==> src/rtl/glm_op_sequencer.sv <==
// glm_op_sequencer: instruction sequencer for GLM operator units.
// Instructions (opcode, repeat count, five 32-bit config regs) are queued in a
// FIFO and launched one at a time on the unit selected by the opcode. Each
// launch is an op_start pulse answered by an op_done pulse from that unit.
// An instruction is issued 1 + repeat times and then retired.
// Handshake: an instruction transfers on any rising clk edge where
// instr_valid && instr_ready; instr_ready depends only on registered FIFO
// occupancy, never on instr_valid.
// Optional build macro GLM_OP_SEQUENCER_PERF_EN adds busy-cycle and
// last-instruction-cycle performance counters.
module glm_op_sequencer #(
   parameter int NUM_UNITS  = 4,
   parameter int OPCODE_W   = 4,
   parameter int LOG2_DEPTH = 3
) (
   input  logic                  clk,
   input  logic                  reset,
   input  logic                  instr_valid,
   output logic                  instr_ready,
   input  logic [OPCODE_W-1:0]   instr_opcode,
   input  logic [15:0]           instr_repeat,
   input  logic [159:0]          instr_regs,
   output logic [NUM_UNITS-1:0]  op_start,
   input  logic [NUM_UNITS-1:0]  op_done,
   output logic [159:0]          op_regs,
   output logic                  busy,
   output logic [31:0]           num_completed,
   output logic                  error_bad_opcode,
`ifdef GLM_OP_SEQUENCER_PERF_EN
   output logic [47:0]           perf_busy_cycles,
   output logic [31:0]           perf_last_instr_cycles,
`endif
   output logic [1:0]            dbg_state
);

   localparam int DEPTH   = 1 << LOG2_DEPTH;
   localparam int ENTRY_W = OPCODE_W + 16 + 160;

   localparam logic [1:0] S_IDLE  = 2'd0;
   localparam logic [1:0] S_LOAD  = 2'd1;
   localparam logic [1:0] S_ISSUE = 2'd2;
   localparam logic [1:0] S_WAIT  = 2'd3;

   logic [1:0]             state;
   logic [ENTRY_W-1:0]     fifo_mem [DEPTH];
   logic [LOG2_DEPTH-1:0]  wr_ptr;
   logic [LOG2_DEPTH-1:0]  rd_ptr;
   logic [LOG2_DEPTH:0]    count;
   logic                   push;
   logic                   pop;
   logic [ENTRY_W-1:0]     stg_entry;
   logic [OPCODE_W-1:0]    stg_opcode;
   logic [15:0]            stg_repeat;
   logic [159:0]           stg_regs;
   logic                   stg_bad;
   logic [OPCODE_W-1:0]    cur_opcode;
   logic [15:0]            cur_remaining;
   logic [NUM_UNITS-1:0]   sel_mask;
   logic                   done_hit;
   logic                   retire;

   assign instr_ready = (count < (LOG2_DEPTH+1)'(DEPTH));
   assign push        = instr_valid && instr_ready;
   assign pop         = (state == S_IDLE) && (count != '0);
   assign busy        = (state != S_IDLE) || (count != '0);
   assign dbg_state   = state;

   assign stg_opcode = stg_entry[ENTRY_W-1 -: OPCODE_W];
   assign stg_repeat = stg_entry[175:160];
   assign stg_regs   = stg_entry[159:0];
   assign stg_bad    = (32'(stg_opcode) >= 32'(NUM_UNITS));

   // Decode the active unit; start pulses and done matching both use this mask.
   always_comb begin
      sel_mask = '0;
      for (int i = 0; i < NUM_UNITS; i++) begin
         sel_mask[i] = (cur_opcode == OPCODE_W'(i));
      end
   end

   assign op_start = ((state == S_ISSUE) && !reset) ? sel_mask : '0;
   assign done_hit = |(op_done & sel_mask);
   assign retire   = (state == S_WAIT) && done_hit && (cur_remaining == 16'd0);

   // FIFO storage; entries are not reset, occupancy is tracked by count.
   always_ff @(posedge clk) begin
      if (push) begin
         fifo_mem[wr_ptr] <= {instr_opcode, instr_repeat, instr_regs};
      end
   end

   // FIFO pointers and occupancy; simultaneous push and pop keep count.
   always_ff @(posedge clk) begin
      if (reset) begin
         wr_ptr <= '0;
         rd_ptr <= '0;
         count  <= '0;
      end else begin
         if (push) wr_ptr <= wr_ptr + 1'b1;
         if (pop)  rd_ptr <= rd_ptr + 1'b1;
         case ({push, pop})
            2'b10:   count <= count + 1'b1;
            2'b01:   count <= count - 1'b1;
            default: count <= count;
         endcase
      end
   end

   // Hold the popped entry so a later push into the freed slot cannot corrupt it.
   always_ff @(posedge clk) begin
      if (reset) begin
         stg_entry <= '0;
      end else if (pop) begin
         stg_entry <= fifo_mem[rd_ptr];
      end
   end

   // Sequencer FSM: IDLE -> LOAD -> ISSUE <-> WAIT -> IDLE.
   always_ff @(posedge clk) begin
      if (reset) begin
         state            <= S_IDLE;
         cur_opcode       <= '0;
         cur_remaining    <= '0;
         op_regs          <= '0;
         num_completed    <= '0;
         error_bad_opcode <= 1'b0;
      end else begin
         case (state)
            S_IDLE: begin
               if (count != '0) state <= S_LOAD;
            end
            S_LOAD: begin
               cur_opcode    <= stg_opcode;
               cur_remaining <= stg_repeat;
               op_regs       <= stg_regs;
               if (stg_bad) begin
                  error_bad_opcode <= 1'b1;
                  state            <= S_IDLE;
               end else begin
                  state <= S_ISSUE;
               end
            end
            S_ISSUE: begin
               state <= S_WAIT;
            end
            default: begin
               if (done_hit) begin
                  if (cur_remaining == 16'd0) begin
                     num_completed <= num_completed + 32'd1;
                     state         <= S_IDLE;
                  end else begin
                     cur_remaining <= cur_remaining - 16'd1;
                     state         <= S_ISSUE;
                  end
               end
            end
         endcase
      end
   end

`ifdef GLM_OP_SEQUENCER_PERF_EN
   logic [31:0] instr_cycles;

   // Saturating count of every cycle spent outside IDLE.
   always_ff @(posedge clk) begin
      if (reset) begin
         perf_busy_cycles <= '0;
      end else if ((state != S_IDLE) && (perf_busy_cycles != '1)) begin
         perf_busy_cycles <= perf_busy_cycles + 48'd1;
      end
   end

   // Running per-instruction cycle count, restarted in LOAD (LOAD counts as 1).
   always_ff @(posedge clk) begin
      if (reset) begin
         instr_cycles <= '0;
      end else if (state == S_LOAD) begin
         instr_cycles <= 32'd1;
      end else if ((state != S_IDLE) && (instr_cycles != '1)) begin
         instr_cycles <= instr_cycles + 32'd1;
      end
   end

   // Capture LOAD-to-final-op_done length, including the op_done cycle.
   always_ff @(posedge clk) begin
      if (reset) begin
         perf_last_instr_cycles <= '0;
      end else if (retire) begin
         perf_last_instr_cycles <= (instr_cycles == '1) ? instr_cycles : instr_cycles + 32'd1;
      end
   end
`endif

endmodule

==> config.mk <==
export PLATFORM = sky130hd
export DESIGN_NAME = glm_op_sequencer
export DESIGN_NICKNAME = d
export VERILOG_FILES = /design/src/rtl/glm_op_sequencer.sv
export SDC_FILE = /design/constraint.sdc
export NUM_CORES = 2
export LEC_CHECK = 0
export ABC_AREA = 0
export CAP_MARGIN = 20
export CORE_MARGIN = 4
export CORE_UTILIZATION = 25
export CTS_CLUSTER_DIAMETER = 40
export CTS_CLUSTER_SIZE = 40
export DETAILED_ROUTE_END_ITERATION = 12
export PLACE_DENSITY_LB_ADDON = 0.2
export SLEW_MARGIN = 20
export SYNTH_ARGS = -nofsm -noshare
export SYNTH_HDL_FRONTEND = slang
export SYNTH_SLANG_ARGS = --single-unit
==> constraint.sdc <==
create_clock -name clk -period 37.7 [get_ports clk]
set_clock_uncertainty 0.1 [all_clocks]
set_input_delay 7.54 -clock clk [delete_from_list [all_inputs] [get_ports clk]]
set_output_delay 7.54 -clock clk [all_outputs]
set_load 0.05 [all_outputs]
# ---- After elaboration in Yosys (flattened, before gate mapping)
# Memories as Yosys holds them, arrays and structs flattened. A register that Yosys moved wholly into a read port is not among the register bits.
# Cells that the tools add are included.
dict set report word_totals {
  reg_bits 225
  ramBits 1440
  inputBits 187
  word_cells 62
  mem_count 1
}
dict set report op_classes {
  add_sub_neg 6
  n_lt_le_gt_ge 2
  n_eq_ne 9
  muxes 12
  bitwise 3
  n_reduce_logical 20
}
# memory words word_bits read_ports rd_ports_with_merged_regs write_ports line
set mem_list {}
lappend mem_list {fifo_mem 8 180 1 1 1 45} ;# logic [ENTRY_W-1:0] fifo_mem [DEPTH];
# operator count
set op_table {}
lappend op_table {{$add 32x1->32 const B} 1}
lappend op_table {{$mux 16} 2}
lappend op_table {{$pmux 16 s2} 1}
lappend op_table {{$logic_not 16->1} 1}
lappend op_table {{$sub 16x1->16 const B} 1}
lappend op_table {{$eq 4x2->1 const B} 2}
lappend op_table {{$mux 2} 4}
lappend op_table {{$pmux 4 s2} 1}
lappend op_table {{$reduce_bool 4->1} 2}
lappend op_table {{$add 3x1->3 const B} 2}
lappend op_table {{$pmux 2 s3} 1}
lappend op_table {{$reduce_and 3->1} 2}
lappend op_table {{$reduce_bool 2->1} 3}
lappend op_table {{$add 4x1->4 const B} 1}
lappend op_table {{$and 4x4->4} 1}
lappend op_table {{$eq 2x1->1 const B} 2}
lappend op_table {{$eq 2x2->1 const B} 2}
lappend op_table {{$eq 4x1->1 const B} 1}
lappend op_table {{$ge 4x3->1 const B} 1}
lappend op_table {{$logic_not 4->1} 1}
lappend op_table {{$lt 4x4->1 const B} 1}
lappend op_table {{$mux 4} 1}
lappend op_table {{$ne 2x1->1 const B} 2}
lappend op_table {{$reduce_and 2->1} 2}
lappend op_table {{other kinds (10)} 14}

# ---- Longest topological paths before layout
dict set report logic_depth {
  ltp_word 5
  ltp_mapped 13
}

# ---- Least setup slack after synthesis
# OpenSTA, ideal clock, no wires.
dict set report synth_path {
  kind {input to register}
  from {input port instr_valid}
  to {memory fifo_mem[0][0] (netlist name) (enable)}
  t_arrival_ps 20141
  required_time_ps 36659
  slack_ps 16518
  stages 4
  path_cell_list {nor2b_1 > clkbuf_1 > nand2b_1 > nor3_1}
}
dict set report synth_between {
  elab_chain_cells 3
}
# item line
set synth_rtl {}
lappend synth_rtl {{from (decl)} 18} ;# input logic instr_valid,
lappend synth_rtl {{$logic_and 1x1->1} 63} ;# assign push = instr_valid && instr_ready;
lappend synth_rtl {{$mux 1} 87} ;# if (push) begin
lappend synth_rtl {{$mux 1 (implied by the code)} 88} ;# fifo_mem[wr_ptr] <= {instr_opcode, instr_repeat, instr_regs};
lappend synth_rtl {{to (decl)} 45}
# No other way between the ends.

# ---- Worst setup path in the final report
dict set report layout_path {
  from {input port reset}
  to {output port op_start[2]}
}
dict set report layout_between {
  elab_chain_cells 3
}
# item line
set layout_rtl {}
lappend layout_rtl {{from (decl)} 17} ;# input logic reset,
lappend layout_rtl {{$logic_not 1->1} 81} ;# assign op_start = ((state == S_ISSUE) && !reset) ? sel_mask : '0;
lappend layout_rtl {{$logic_and 1x1->1} 81}
lappend layout_rtl {{$mux 4} 81}
lappend layout_rtl {{to (decl)} 23} ;# output logic [NUM_UNITS-1:0] op_start,
# No other way between the ends.

==> out/summary.txt <==
Outcome: finished clean
Worst relative slew slack: 0.313
CTS tree: yes
Number of global-route vias before repair: 37772
Lkg Pwr: 28.0 nW
Crit. End Element: primary output
PostCTS Resize Cnt: 0
Slew Viols, Final: 0
Hold buffers post-CTS: 0
Post-route cell area: 88800 um2
Placer Congestion: 0.711
Port buffer count: 387
Top Family by Delay on Critical Path: buffers and inverters
Full die area: 283000 um2
Util after Layout: 0.325
Initial DRC count: 2038
Pwr/cell area: 79.9 nW/um2
Final Hold Vio Count: 0
WL/cell: 21.7 um
Peak supply drop: 0.0456 mV
Rows: 192
RSZ-0062 raised after global routing: no
Yosys top cell area share: 0.630
# Post-CTS Setup Buffers: 0
Yosys Warn Count: 0
Top achievable clock speed: 59.4 MHz
Worst Setup SP: reset
Die height: 532 um
H-tree levels: 5
Sequential area share after synthesis: 0.748
Post-DRT Antenna Nets: 0
GRT Util Overall: 0.122
Buf/Inv on CP: 2
CTS Sinks: 1845
Setup TNS: 0 ns
First-pass iteration count of the detailed router: 5
RR Startpoint: rd_ptr[0]$_SDFFE_PP0P_
CP startpoint kind: primary input
Initial Util: 0.251
DR vias/cell: 4.39
Grt total ovfl: 0
WHS Path Cells: 2
Synth area leaders: edfxtp_1 (63%), dfxtp_1 (12%), mux4_2 (12%)
Worst Path Max Fanout: 53
Clock buffer depth: 4
Period minus WS final: 16.84 ns
First-pass GRT wire length: 262 mm
CTS buffer count: 337
Root Driver: clkbuf_16
Die X: 532 um
Setup CP Type: in -> out
HP Start: error_bad_opcode$_SDFFE_PP0P_
Nets@finish: 4417
Tot Pwr: 7.10 mW
Pin count of the biggest net entering global routing: 119
Synthesis-stage register bit count: 1845
Max-Cap Viols: 0
Clock latency on the worst-skew pair: 0.86 ns
Cell Area, Synth: 68700 um2
CP cell instances: buf_8, nor2_1, nand3_1, nor3_1, clkdlybuf4s50_1
Num ports: 388
Hold slack: 0.351 ns
Worst reg-to-reg path cell count: 7
Vias post-DR: 35628
Ys async rst share: 0
Share of layout cells above drive strength 1: 0.227
Delay of the slowest critical-path stage: 0.86 ns
Initial antenna violation count: 34
Avg Cell Area, Syn: 18.8 um2
DRC Markers: 0
Period utilization: 0.447
Leading cell type in the layout, fill and taps excluded: edfxtp_1
DP Area: 76800 um2
Final Setup Violations: 0
Net count after synthesis: 3851
Worst EP arrival: 9.20 ns
Mapped Cells: 3652
Worst path depth: 5
Ys flop type: edfxtp_1
Syn-to-layout area delta: 29.3%
EDFF count, synth: 1440
Yosys top cell by area: edfxtp_1
Core Footprint: 273000 um2
Min-delay worst type: reg -> reg
Synth cell types: 53
Reg clk slew, reported paths: 0.04 ns
Post-DP HPWL: 95.2 mm
Worst-margin pin slew: 1.03 ns
Final WL: 176 mm
Critical Path RT: 30.06 ns
CP max-delay cell: clkdlybuf4s50_1
Commonest non-fill, non-tap cells in the layout: edfxtp_1 (1440), dfxtp_1 (402), nor2_1 (394), clkdlybuf4s50_1 (386), mux4_2 (360)
==> sequential cells by signal, summed over array words and instances (netlist names), 4 cells and up <==
register       cells
fifo_mem        1440
stg_entry        180
op_regs          160
num_completed     32
cur_remaining     16
count              4
cur_opcode         4
==> power by group <==
| part | internal, mW | switching, mW | total, mW |
|---|---|---|---|
| logic | 0.576 | 0.862 | 1.44 |
| clock network | 2.02 | 1.08 | 3.10 |
| registers | 2.44 | 0.122 | 2.56 |
==> cell type report <==
class | instances | area [um2]
antenna | 12 | 30.0
tap | 3589 | 4490
fill | 26353 | 185000
multi-input combinational | 1571 | 16400
inverter | 13 | 48.8
sequential | 1845 | 51400
clock inverter | 213 | 2660
clock buffer | 417 | 9260
timing repair buffer | 450 | 4470
==> cells in the mapped netlist, types with 13 or more instances <==
| cell type | n |
|---|---|
| nor4_1 | 13 |
| a21oi_1 | 34 |
| nand2_1 | 23 |
| nor2_1 | 400 |
| dfxtp_1 | 405 |
| clkbuf_1 | 144 |
| nand3_1 | 30 |
| mux2i_1 | 353 |
| o31ai_1 | 20 |
| or4_1 | 22 |
| a211oi_1 | 181 |
| buf_2 | 31 |
| buf_1 | 46 |
| inv_1 | 13 |
| nor3_1 | 15 |
| mux4_2 | 360 |
| edfxtp_1 | 1440 |
==> logic make-up (layout without fill, tap and decap cells) <==
logic type	count (synthesis)	after routing	synth area share
buffers and inverters	236	1093	0.0137
other	0	12	0
xor gates and xnor gates	18	18	0.00230
AOI/OAI and AO/OA	271	271	0.0285
and+or+nand+nor	555	555	0.0356
adders and majority gates	12	12	0.00219
muxes	715	715	0.170
DFF	1845	1845	0.748
==> worst min-delay path: cells and delay by family, from the launching register on <==
kind            cells  cell delay [ns]
compound gates      1             0.05
buf+inv             1             0.05
flops               1             0.30
==> per-layer routing <==
| layer | track usage | vias to the layer above | routed length [um] |
|---|---|---|---|
| met1 | 0.164 | 18485 | 80600 |
| met3 | 0.0279 | 330 | 8610 |
| met5 | 0 | - | 87 |
| met4 | 0.0353 | 14 | 4150 |
| met2 | 0.197 | 796 | 82300 |
| li1 | - | 16003 | - |
==> worst paths after layout <==
path / to / slack (ns)
setup / recovery: op_start[2] / 20.86
hold / removal: error_bad_opcode$_SDFFE_PP0P_ / 0.35
setup reg to reg: stg_entry[101]$_SDFFE_PP0P_ / 32.61
hold reg to reg: error_bad_opcode$_SDFFE_PP0P_ / 0.35
==> per-stage QoR <==
stage                     cells  setup slack [ns]
after CTS                  8097             20.81
after global routing       8099             20.72
after global placement     7467             20.74
final                      8110             20.86
after floorplan            3652             16.52
after detailed placement   7467             20.80
Note: power is estimated with default switching activity, not from simulation.
